===== config.mk =====
export PLATFORM = sky130hd
export DESIGN_NAME = ram_port_arbiter
export DESIGN_NICKNAME = d
export VERILOG_FILES = /design/src/rtl/ram_arb_pkg.sv /design/src/rtl/ram_arb_req_buf.sv /design/src/rtl/ram_port_arbiter.sv
export SDC_FILE = /design/constraint.sdc
export NUM_CORES = 1
export LEC_CHECK = 0
export ABC_CLOCK_PERIOD_IN_PS = 1900
export BUFFER_PORTS_ARGS = -buffer_cell sky130_fd_sc_hd__buf_2
export CAP_MARGIN = 20
export CORE_ASPECT_RATIO = 1.25
export CORE_UTILIZATION = 55
export CTS_BUF_LIST = sky130_fd_sc_hd__clkbuf_2
export CTS_CLUSTER_SIZE = 28
export DETAILED_ROUTE_END_ITERATION = 10
export GPL_ROUTABILITY_DRIVEN = 0
export PLACE_DENSITY = 0.86
export SYNTH_ARGS = -nofsm -noshare
export SYNTH_HDL_FRONTEND = slang
export SYNTH_HIERARCHICAL = 1
export SYNTH_SLANG_ARGS = --single-unit
export TNS_END_PERCENT = 1

===== constraint.sdc =====
create_clock -name clk -period 1.9 [get_ports clk]
set_clock_uncertainty 0.05 [all_clocks]
set_input_delay 0.38 -clock clk [delete_from_list [all_inputs] [get_ports clk]]
set_output_delay 0.38 -clock clk [all_outputs]
set_load 0.1 [all_outputs]

===== src/rtl/ram_arb_pkg.sv =====
// Shared opcodes, FSM states and requester IDs for the RAM port arbiter.
package ram_arb_pkg;

  localparam logic [1:0] OP_WR_ADDR = 2'b00;
  localparam logic [1:0] OP_WR_DATA = 2'b01;
  localparam logic [1:0] OP_RD_ADDR = 2'b10;
  localparam logic [1:0] OP_RD_DATA = 2'b11;

  typedef enum logic [1:0] {
    IDLE,
    LOCKED,
    WAIT_RD
  } arb_state_t;

  typedef enum logic {
    REQ_SPI,
    REQ_HOST
  } req_id_t;

endpackage


===== src/rtl/ram_arb_req_buf.sv =====
// One-entry command buffer; a load while full is dropped and flagged on ovf.
module ram_arb_req_buf
  import ram_arb_pkg::*;
#(
  parameter int CMD_W = 10
) (
  input  logic             clk,
  input  logic             rst,
  input  logic             load,
  input  logic [CMD_W-1:0] load_data,
  input  logic             free,
  output logic             full,
  output logic [CMD_W-1:0] data,
  output logic             ovf
);

  // free only happens while full and load only while empty, so they never collide
  always_ff @(posedge clk or posedge rst) begin
    if (rst) begin
      full <= 1'b0;
      data <= '0;
    end else begin
      if (free) full <= 1'b0;
      if (load && !full) begin
        full <= 1'b1;
        data <= load_data;
      end
    end
  end

  assign ovf = load & full;

endmodule


===== src/rtl/ram_port_arbiter.sv =====
// Shares the command RAM between SPI and host, locking the grant over two-beat transactions.
// Define RAM_ARB_FIXED_PRIO_EN to make SPI win every IDLE tie instead of round-robin.
module ram_port_arbiter
  import ram_arb_pkg::*;
#(
  parameter int DATA_W       = 8,
  parameter int LOCK_TIMEOUT = 16,
  parameter int TMR_W        = 5
) (
  input  logic              clk,
  input  logic              rst,
  input  logic              spi_cmd_valid,
  input  logic [DATA_W+1:0] spi_cmd,
  output logic              spi_rd_valid,
  output logic [DATA_W-1:0] spi_rd_data,
  input  logic              host_cmd_valid,
  input  logic [DATA_W+1:0] host_cmd,
  output logic              host_cmd_ready,
  output logic              host_rd_valid,
  output logic [DATA_W-1:0] host_rd_data,
  output logic [DATA_W+1:0] ram_din,
  output logic              ram_rx_valid,
  input  logic [DATA_W-1:0] ram_dout,
  input  logic              ram_tx_valid,
  output logic              spi_ovf_err,
  output logic              timeout_err
);

  localparam int CMD_W = DATA_W + 2;

  logic             spi_full, host_full;
  logic             spi_free, host_free;
  logic             spi_ovf, host_ovf_unused;
  logic [CMD_W-1:0] spi_data, host_data;
  logic             issue;
  logic [CMD_W-1:0] issue_cmd;
  logic [1:0]       issue_op;
  logic             timer_expired;

  arb_state_t       state;
  req_id_t          owner;
  logic [TMR_W-1:0] timer;
`ifndef RAM_ARB_FIXED_PRIO_EN
  req_id_t          last_grant;
`endif

  ram_arb_req_buf #(.CMD_W(CMD_W)) u_spi_buf (
    .clk       (clk),
    .rst       (rst),
    .load      (spi_cmd_valid),
    .load_data (spi_cmd),
    .free      (spi_free),
    .full      (spi_full),
    .data      (spi_data),
    .ovf       (spi_ovf)
  );

  ram_arb_req_buf #(.CMD_W(CMD_W)) u_host_buf (
    .clk       (clk),
    .rst       (rst),
    .load      (host_cmd_valid & host_cmd_ready),
    .load_data (host_cmd),
    .free      (host_free),
    .full      (host_full),
    .data      (host_data),
    .ovf       (host_ovf_unused)
  );

  assign host_cmd_ready = ~host_full;

  // Grant decision: freeing a buffer is the same thing as issuing its command this cycle
  always_comb begin
    spi_free  = 1'b0;
    host_free = 1'b0;
    case (state)
      IDLE: begin
        if (spi_full && host_full) begin
`ifdef RAM_ARB_FIXED_PRIO_EN
          spi_free = 1'b1;
`else
          if (last_grant == REQ_HOST) spi_free = 1'b1;
          else                        host_free = 1'b1;
`endif
        end else begin
          spi_free  = spi_full;
          host_free = host_full;
        end
      end
      LOCKED: begin
        spi_free  = (owner == REQ_SPI)  && spi_full;
        host_free = (owner == REQ_HOST) && host_full;
      end
      default: ;
    endcase
  end

  assign issue         = spi_free | host_free;
  assign issue_cmd     = spi_free ? spi_data : host_data;
  assign issue_op      = issue_cmd[CMD_W-1 -: 2];
  assign timer_expired = (timer == TMR_W'(LOCK_TIMEOUT - 1));

  always_ff @(posedge clk or posedge rst) begin
    if (rst) begin
      state         <= IDLE;
      owner         <= REQ_SPI;
`ifndef RAM_ARB_FIXED_PRIO_EN
      last_grant    <= REQ_HOST;
`endif
      timer         <= '0;
      ram_din       <= '0;
      ram_rx_valid  <= 1'b0;
      timeout_err   <= 1'b0;
      spi_rd_valid  <= 1'b0;
      host_rd_valid <= 1'b0;
      spi_rd_data   <= '0;
      host_rd_data  <= '0;
      spi_ovf_err   <= 1'b0;
    end else begin
      ram_rx_valid  <= issue;
      timeout_err   <= 1'b0;
      spi_rd_valid  <= 1'b0;
      host_rd_valid <= 1'b0;
      if (spi_ovf) spi_ovf_err <= 1'b1;
      if (issue)   ram_din     <= issue_cmd;

      case (state)
        IDLE: begin
          timer <= '0;
          if (issue) begin
            owner <= spi_free ? REQ_SPI : REQ_HOST;
`ifndef RAM_ARB_FIXED_PRIO_EN
            last_grant <= spi_free ? REQ_SPI : REQ_HOST;
`endif
            case (issue_op)
              OP_WR_ADDR, OP_RD_ADDR: state <= LOCKED;
              OP_RD_DATA:             state <= WAIT_RD;
              default:                state <= IDLE;
            endcase
          end
        end
        LOCKED: begin
          if (issue) begin
            timer <= '0;
            case (issue_op)
              OP_WR_DATA: state <= IDLE;
              OP_RD_DATA: state <= WAIT_RD;
              default:    state <= LOCKED;
            endcase
          end else if (timer_expired) begin
            timeout_err <= 1'b1;
            timer       <= '0;
            state       <= IDLE;
          end else begin
            timer <= timer + 1'b1;
          end
        end
        WAIT_RD: begin
          if (ram_tx_valid) begin
            if (owner == REQ_SPI) begin
              spi_rd_valid <= 1'b1;
              spi_rd_data  <= ram_dout;
            end else begin
              host_rd_valid <= 1'b1;
              host_rd_data  <= ram_dout;
            end
            timer <= '0;
            state <= IDLE;
          end else if (timer_expired) begin
            timeout_err <= 1'b1;
            timer       <= '0;
            state       <= IDLE;
          end else begin
            timer <= timer + 1'b1;
          end
        end
        default: begin
          timer <= '0;
          state <= IDLE;
        end
      endcase
    end
  end

endmodule


==> results_dict.tcl, run 1 <==
set metrics [dict create \
    dieArea_mm2 0.005303 \
    port_buffers 64 \
    synth_cells 228 \
    syn_area_per_cell_um2 12.09 \
    min_path_type "in -> reg" \
    die_w_um 65.34 \
    drive_gt1_frac 0.4577 \
    cp-end-kind "register" \
    grt_start_max_net_pins 41 \
    start_util 0.5788 \
    holdWs_ps 40.84 \
    place_inst 357 \
    pre_cts_ws_ps -2.852 \
    nets 352 \
    dr_total_vias 1988 \
    drt_iter0_drc 134 \
    syn_nets 266 \
    tightest_slew_ps 506.1 \
    grt_pass1_wl_mm 9.170 \
    io_pins 65 \
    critPathKind "reg -> reg" \
    row_count 28 \
    path_cells "inv_2, ha_4, buf_4, and2_4, o21ai_1, a32oi_2, o2bb2ai_1, o221a_1" \
    grt-ovfl-total 0 \
    setup_violations 0 \
    crit_family "compound AO/OA/AOI/OAI gates" \
    fin_crit_sh 0.9608 \
    die_h_um 81.17 \
    hold_viol 0 \
    critPathMaxFanout 4 \
    slowest_stage "dfrtp_1" \
    h-tree-depth 3 \
    status "finished, final reports clean" \
    drc_errors 0 \
    synth_area_mm2 0.002758 \
    clkLatencyLatePin_ps 490 \
    drv_cap 0 \
    yosys_warnings 6 \
    antenna_found_initial 0 \
    path_clk_slew_ps 170 \
    slowest_delay_ps 450 \
    finalCriticalPeriod_ps 1825 \
    track_usage 0.2389 \
    slew_viol_final 0 \
    clockRootBuffer "clkbuf_2" \
    antenna_cells 0 \
    areaGrowthSynthToFinish_pct 24.86 \
    cts_tree "yes" \
    firstDrtPassIters 4 \
    dp_hpwl_mm 3.998 \
    detail_route.vias_per_cell 5.245 \
    arrival_ps 2180 \
    cts_buffer_depth 2 \
    ant_nets 0 \
    worstPathBufferInverterCount 2 \
    grt_pass1_vias 2007 \
    fmax_ghz 0.5478 \
    wl_per_cell_um 14.81 \
    setup_ws_ps 74.54 \
    fillers 362 \
    routed_wirelength_mm 5.614 \
    core_mm2 0.004765 \
    cts_sinks 62 \
    required_ps 2250 \
    finalNonFillerCells 379 \
    maxSlewHeadroom 0.6626 \
    start_kind "register" \
    numCtsBuffers 9 \
    tns_ps 0 \
]
-- repair_timing --
item | in CTS | in global routing
hold endpoints to repair | 62 | 0
pin swaps | 0 | 2
hold buffers | 2 | 0
gates resized for setup | 5 | 12
buffers inserted | 0 | 4
setup endpoints to repair | 8 | 19
-- state kept, by name, indices dropped and copies added, names as in the netlist --
name,count
timer,5
u_spi_buf/data,10
ram_rx_valid,1
u_spi_buf/full,1
last_grant,1
host_rd_data,8
spi_ovf_err,1
owner,1
u_host_buf/full,1
host_rd_valid,1
u_host_buf/data,10
spi_rd_valid,1
spi_rd_data,8
timeout_err,1
ram_din,10
state,2
-- per-layer routing --
metal	track usage	up-vias	wire length, um
li1	-	949	-
met1	0.2841	940	2356
met2	0.3979	85	2794
met3	0.06742	14	337
met4	0.1130	0	127
met5	0	-	0
-- tightest hold or removal path, delay by kind of cell --
| kind | cells | cell delay (ps) |
|---|---|---|
| AND/OR/NAND/NOR | 2 | 100 |
| buffers and inverters | 1 | 90 |
-- final cells by class --
| cell class | instances | area (um2) | area share |
|---|---|---|---|
| flip-flops and latches | 62 | 1555 | 0.4517 |
| multi-input cells | 146 | 1169 | 0.3394 |
| repair buffers | 82 | 462.9 | 0.1344 |
| well taps | 60 | 75.07 | 0.02180 |
| clock inverters | 5 | 73.82 | 0.02144 |
| clock buffers | 11 | 55.05 | 0.01599 |
| inverters | 13 | 52.55 | 0.01526 |
-- worst paths after layout --
check / startpoint / to / slack [ps] / depth (start not counted)
worst max-delay path: state[1]$_DFFE_PP0P_ / state[0]$_DFFE_PP0P_ / 70 / 8
worst min-delay path: ram_dout[4] / spi_rd_data[4]$_DFFE_PP0P_ / 40 / 3
worst max register to register: state[1]$_DFFE_PP0P_ / state[0]$_DFFE_PP0P_ / 70 / 8
worst min register to register: timer[4]$_DFF_PP0_ / timeout_err$_DFF_PP0_ / 420 / 1
max in group asynchronous: rst / last_grant$_DFFE_PP1P_ / 890 / 4
min in group asynchronous: rst / u_host_buf/data[5]$_DFFE_PP0P_ / 390 / 3
-- stage by stage --
step           utilization  cell area, um2
2_1_floorplan            -            2768
3_3_place_gp        0.6712            3198
3_5_place_dp        0.6712            3198
4_1_cts             0.7072            3369
5_1_grt             0.7227            3443
6_report            0.7227            3443
-- placed cells by master, fill, tap and decap left out, drive strengths merged, types with 3 or more instances in the layout --
master,instances
clkbuf,11
nor3,4
clkinv,4
buf,80
mux2,29
ha,5
nor2,9
nand2,37
and2,3
nor2b,5
mux2i,10
dfrtp,61
nand3,4
o21ai,14
a21oi,10
inv,11
Power of run 1 is not shown: default switching activity piles up to over one toggle a cycle in this logic, so the estimate is an artifact.
==> inputs of run 2 (changes only) <==
--- a/config.mk
+++ b/config.mk
@@ -14,6 +14,7 @@
 export CTS_CLUSTER_SIZE = 28
 export DETAILED_ROUTE_END_ITERATION = 10
 export GPL_ROUTABILITY_DRIVEN = 0
+export MAX_ROUTING_LAYER = met4
 export PLACE_DENSITY = 0.86
 export SYNTH_ARGS = -nofsm -noshare
 export SYNTH_HDL_FRONTEND = slang
==> run 2 against run 1 <==
Against the previous run:
- sequential share of layout area is the same
- die area is the same
- routed wire length shrank 0.23%
- global-route usage grew 0.71 points
- design area is the same
- critical path type unchanged
- largest cell class unchanged
==> results_dict.tcl, run 2 (synthesized netlist as in run 1, its figures left out) <==
set metrics [dict create \
    status "finished, final reports clean" \
    clkLatencyLatePin_ps 490 \
    dp_hpwl_mm 3.998 \
    cts_tree "yes" \
    finalCriticalPeriod_ps 1824 \
    start_kind "register" \
    grt-ovfl-total 0 \
    drive_gt1_frac 0.4577 \
    cp-end-kind "register" \
    io_pins 65 \
    dr_total_vias 1962 \
    final_util 0.7227 \
    tightest_slew_ps 502.0 \
    fin_crit_sh 0.9602 \
    core_mm2 0.004765 \
    routed_wirelength_mm 5.601 \
    fmax_ghz 0.5481 \
    antenna_cells 0 \
    ant_nets 0 \
    dieArea_mm2 0.005303 \
    maxSlewHeadroom 0.6653 \
    required_ps 2260 \
    antenna_found_initial 0 \
    holdWs_ps 35.04 \
    drc_errors 0 \
    cts_buffer_depth 2 \
    port_buffers 64 \
    grt_pass1_vias 2007 \
    clockRootBuffer "clkbuf_2" \
    drt_iter0_drc 150 \
    numCtsBuffers 9 \
    areaGrowthSynthToFinish_pct 24.86 \
    critPathKind "reg -> reg" \
    die_w_um 65.34 \
    row_count 28 \
    arrival_ps 2180 \
    reg.largest.list "ram_din x10, u_host_buf/data x10, u_spi_buf/data x10" \
    path_clk_slew_ps 170 \
    hold_viol 0 \
    min_path_type "in -> reg" \
    nets 352 \
    setup_violations 0 \
    r2r_slack_ps 80 \
    drv_cap 0 \
    grt_start_max_net_pins 41 \
    grt_pass1_wl_mm 9.170 \
    die_h_um 81.17 \
    final_common_cell "buf_2" \
    wl_per_cell_um 14.78 \
    start_util 0.5788 \
    slew_viol_final 0 \
    critPathMaxFanout 4 \
    track_usage 0.2460 \
    cts_sinks 62 \
    final_cell_mix "buf_2, dfrtp_1, nand2_1" \
    firstDrtPassIters 4 \
    detail_route.vias_per_cell 5.177 \
    h-tree-depth 3 \
]
run 2: cell counts in the layout (fill, tap and decap cells not counted):
Identical to the previous run, type by type.
run 2: layout make-up:
class,instances,area [um2]
inverters,13,52.55
clock buffers,11,55.05
well taps,60,75.07
clock inverters,5,73.82
fillers,362,1321
flip-flops and latches,62,1555
repair buffers,82,462.9
multi-input cells,146,1169
run 2: path summary, 6_finish.rpt:
path | start | endpoint | cells after the start
max | state[1]$_DFFE_PP0P_ | state[0]$_DFFE_PP0P_ | 8
min | ram_dout[4] | spi_rd_data[4]$_DFFE_PP0P_ | 3
max reg2reg | state[1]$_DFFE_PP0P_ | state[0]$_DFFE_PP0P_ | 8
min reg2reg | timer[4]$_DFF_PP0_ | timeout_err$_DFF_PP0_ | 1
max in group asynchronous | rst | last_grant$_DFFE_PP1P_ | 4
min in group asynchronous | rst | u_host_buf/data[5]$_DFFE_PP0P_ | 3
run 2: worst max-delay path, stage by stage, from the launching register on:
cell,delay [ps]
dfrtp_1,460
inv_2,130
ha_4,140
buf_4,120
and2_4,140
o21ai_1,70
a32oi_2,270
o2bb2ai_1,110
o221a_1,270
run 2: routing by layer:
| layer | up-vias | GRT usage | routed length [um] |
|---|---|---|---|
| met2 | 70 | 0.3979 | 2833 |
| met3 | 12 | 0.06742 | 306 |
| met5 | - | - | 0 |
| met4 | 0 | 0.1130 | 114 |
| met1 | 934 | 0.2841 | 2348 |
| li1 | 946 | - | - |
run 2: timing repair:
item                       4_1_cts  5_1_grt
hold buffers                     2        0
buffers inserted                 0        4
pin swaps                        0        2
resized for setup                5       12
setup endpoints to repair        8       19
hold endpoints to repair        62        0
run 2: metrics by stage:
stage | cells | area [um2] | TNS [ps] | worst slack (ps)
after floorplan | 228 | 2768 | -27.77 | -27.77
after global placement | 357 | 3198 | 0 | 96.33
after detailed placement | 357 | 3198 | -2.852 | -2.852
after CTS | 375 | 3369 | 0 | 8.972
after global routing | 379 | 3443 | -4.592 | -4.592
final | 379 | 3443 | 0 | 75.54
Power of run 2 is left out for the same reason.
==> inputs of run 3 (changes only) <==
--- a/config.mk
+++ b/config.mk
@@ -6,16 +6,17 @@
 export NUM_CORES = 1
 export LEC_CHECK = 0
 export ABC_CLOCK_PERIOD_IN_PS = 1900
-export BUFFER_PORTS_ARGS = -buffer_cell sky130_fd_sc_hd__buf_2
 export CAP_MARGIN = 20
 export CORE_ASPECT_RATIO = 1.25
 export CORE_UTILIZATION = 55
 export CTS_BUF_LIST = sky130_fd_sc_hd__clkbuf_2
 export CTS_CLUSTER_SIZE = 28
 export DETAILED_ROUTE_END_ITERATION = 10
+export DONT_BUFFER_PORTS = 1
 export GPL_ROUTABILITY_DRIVEN = 0
 export MAX_ROUTING_LAYER = met4
-export PLACE_DENSITY = 0.86
+export PLACE_DENSITY = 0.75
+export RECOVER_POWER = 50
 export SYNTH_ARGS = -nofsm -noshare
 export SYNTH_HDL_FRONTEND = slang
 export SYNTH_HIERARCHICAL = 1
==> run 3 against run 2 <==
Against the previous run:
- die area unchanged
- core utilization increased by 1.2 points
- via count decreased by 2.3%
- register-to-register slack got worse by 30 ps
- count of clock-buffer cells in the layout increased by 1
- critical path depth decreased by 3
- global-route usage decreased by 0.35 points
- non-clock buffer count decreased by 15
- hold slack improved by 38 ps
- first-iteration DRC count decreased by 50%
- critical path type unchanged
- largest cell class unchanged
==> results_dict.tcl, run 3 (synthesized netlist as in run 1, its figures left out) <==
set metrics [dict create \
    antenna_found_initial 0 \
    core_mm2 0.004765 \
    rsz0062_at_grt "true" \
    grt_start_max_net_pins 41 \
    critPathKind "reg -> reg" \
    fmax_ghz 0.5379 \
    antenna_cells 0 \
    slowest_delay_ps 430 \
    worstPathBufferInverterCount 2 \
    die_w_um 65.34 \
    finalCriticalPeriod_ps 1859 \
    wl_per_cell_um 15.98 \
    row_count 28 \
    drive_gt1_frac 0.3289 \
    cts_tree "yes" \
    drt_iter0_drc 75 \
    start_kind "register" \
    slew_viol_final 0 \
    numCtsBuffers 9 \
    cts_sinks 62 \
    drv_cap 0 \
    place_inst 316 \
    firstDrtPassIters 5 \
    setup_violations 0 \
    dp_hpwl_mm 3.736 \
    areaGrowthSynthToFinish_pct 26.86 \
    h-tree-depth 3 \
    port_buffers 0 \
    arrival_ps 2160 \
    path_depth 5 \
    clockRootBuffer "clkbuf_2" \
    maxSlewHeadroom 0.3505 \
    fin_crit_sh 0.9785 \
    grt-ovfl-total 0 \
    final_cell_mix "dfrtp_1, nand2_1, buf_4" \
    final_common_cell "dfrtp_1" \
    crit_family "buffers and inverters" \
    nets 337 \
    r2r_slack_ps 40 \
    routed_wirelength_mm 5.815 \
    track_usage 0.2425 \
    ff2ff_path_depth 5 \
    grt_pass1_wl_mm 9.101 \
    drc_errors 0 \
    reg.largest.list "ram_din x10, u_host_buf/data x10, u_spi_buf/data x10" \
    clkLatencyLatePin_ps 480 \
    whs_path_depth 2 \
    min_path_type "in -> reg" \
    dieArea_mm2 0.005303 \
    detail_route.vias_per_cell 5.266 \
    hold_viol 0 \
    critPathMaxFanout 9 \
    die_h_um 81.17 \
    path_clk_slew_ps 170 \
    required_ps 2200 \
    finalNonFillerCells 364 \
    tightest_slew_ps 974.3 \
    start_util 0.5788 \
    io_pins 65 \
    cp-end-kind "register" \
    status "finished, final reports clean" \
    ant_nets 0 \
    slowest_stage "clkbuf_1" \
    dr_total_vias 1917 \
    grt_pass1_vias 1968 \
    cts_buffer_depth 2 \
    path_cells "buf_4, ha_1, nand3_1, clkbuf_1, mux2_2" \
]
[run 3: timing repair]
item | in CTS | in global routing
endpoints found under the hold margin | 98 | 0
setup endpoints to repair | 6 | 21
hold buffers | 30 | 0
setup buffers | 0 | 2
gates cloned | 0 | 0
pin swaps | 0 | 1
resized for setup | 6 | 8
[run 3: final cells by class]
class,count,area (um2)
Inverter,13,52.55
Clock inverter,4,23.77
Fill cell,318,1266
Timing Repair Buffer,67,600.6
Multi-Input combinational cell,146,1122
Tap cell,60,75.07
Sequential cell,62,1564
Clock buffer,12,60.06
[run 3: per-stage QoR]
| step | setup TNS (ps) | setup WS [ps] | util | instance area, um2 | hold WS, ps |
|---|---|---|---|---|---|
| 2_1_floorplan | -27.77 | -27.77 | - | 2768 | 182.4 |
| 3_3_place_gp | 0 | 100.1 | 0.6429 | 3063 | 240.7 |
| 3_5_place_dp | 0 | 9.681 | 0.6429 | 3063 | 249.5 |
| 4_1_cts | 0 | 8.329 | 0.7256 | 3457 | 50.96 |
| 5_1_grt | -680.5 | -61.27 | 0.7342 | 3498 | 62.50 |
| 6_report | 0 | 40.85 | 0.7342 | 3498 | 73.14 |
[run 3: worst paths after layout]
check                                     start                        endpoint
hold / removal                    spi_cmd_valid         spi_ovf_err$_DFFE_PP0P_
max in group asynchronous                   rst     host_rd_data[6]$_DFFE_PP0P_
setup reg to reg           state[1]$_DFFE_PP0P_     host_rd_data[6]$_DFFE_PP0P_
min in group asynchronous                   rst  u_host_buf/data[3]$_DFFE_PP0P_
hold reg to reg              timer[4]$_DFF_PP0_           timeout_err$_DFF_PP0_
setup / recovery           state[1]$_DFFE_PP0P_     host_rd_data[6]$_DFFE_PP0P_
[run 3: layer usage]
| layer | GRT usage | vias up | wire length (um) |
|---|---|---|---|
| li1 | - | 912 | - |
| met5 | - | - | 0 |
| met1 | 0.2695 | 929 | 2310 |
| met2 | 0.4113 | 64 | 3079 |
| met4 | 0.1043 | 0 | 96 |
| met3 | 0.06039 | 12 | 329 |
Power of run 3 is left out for the same reason.
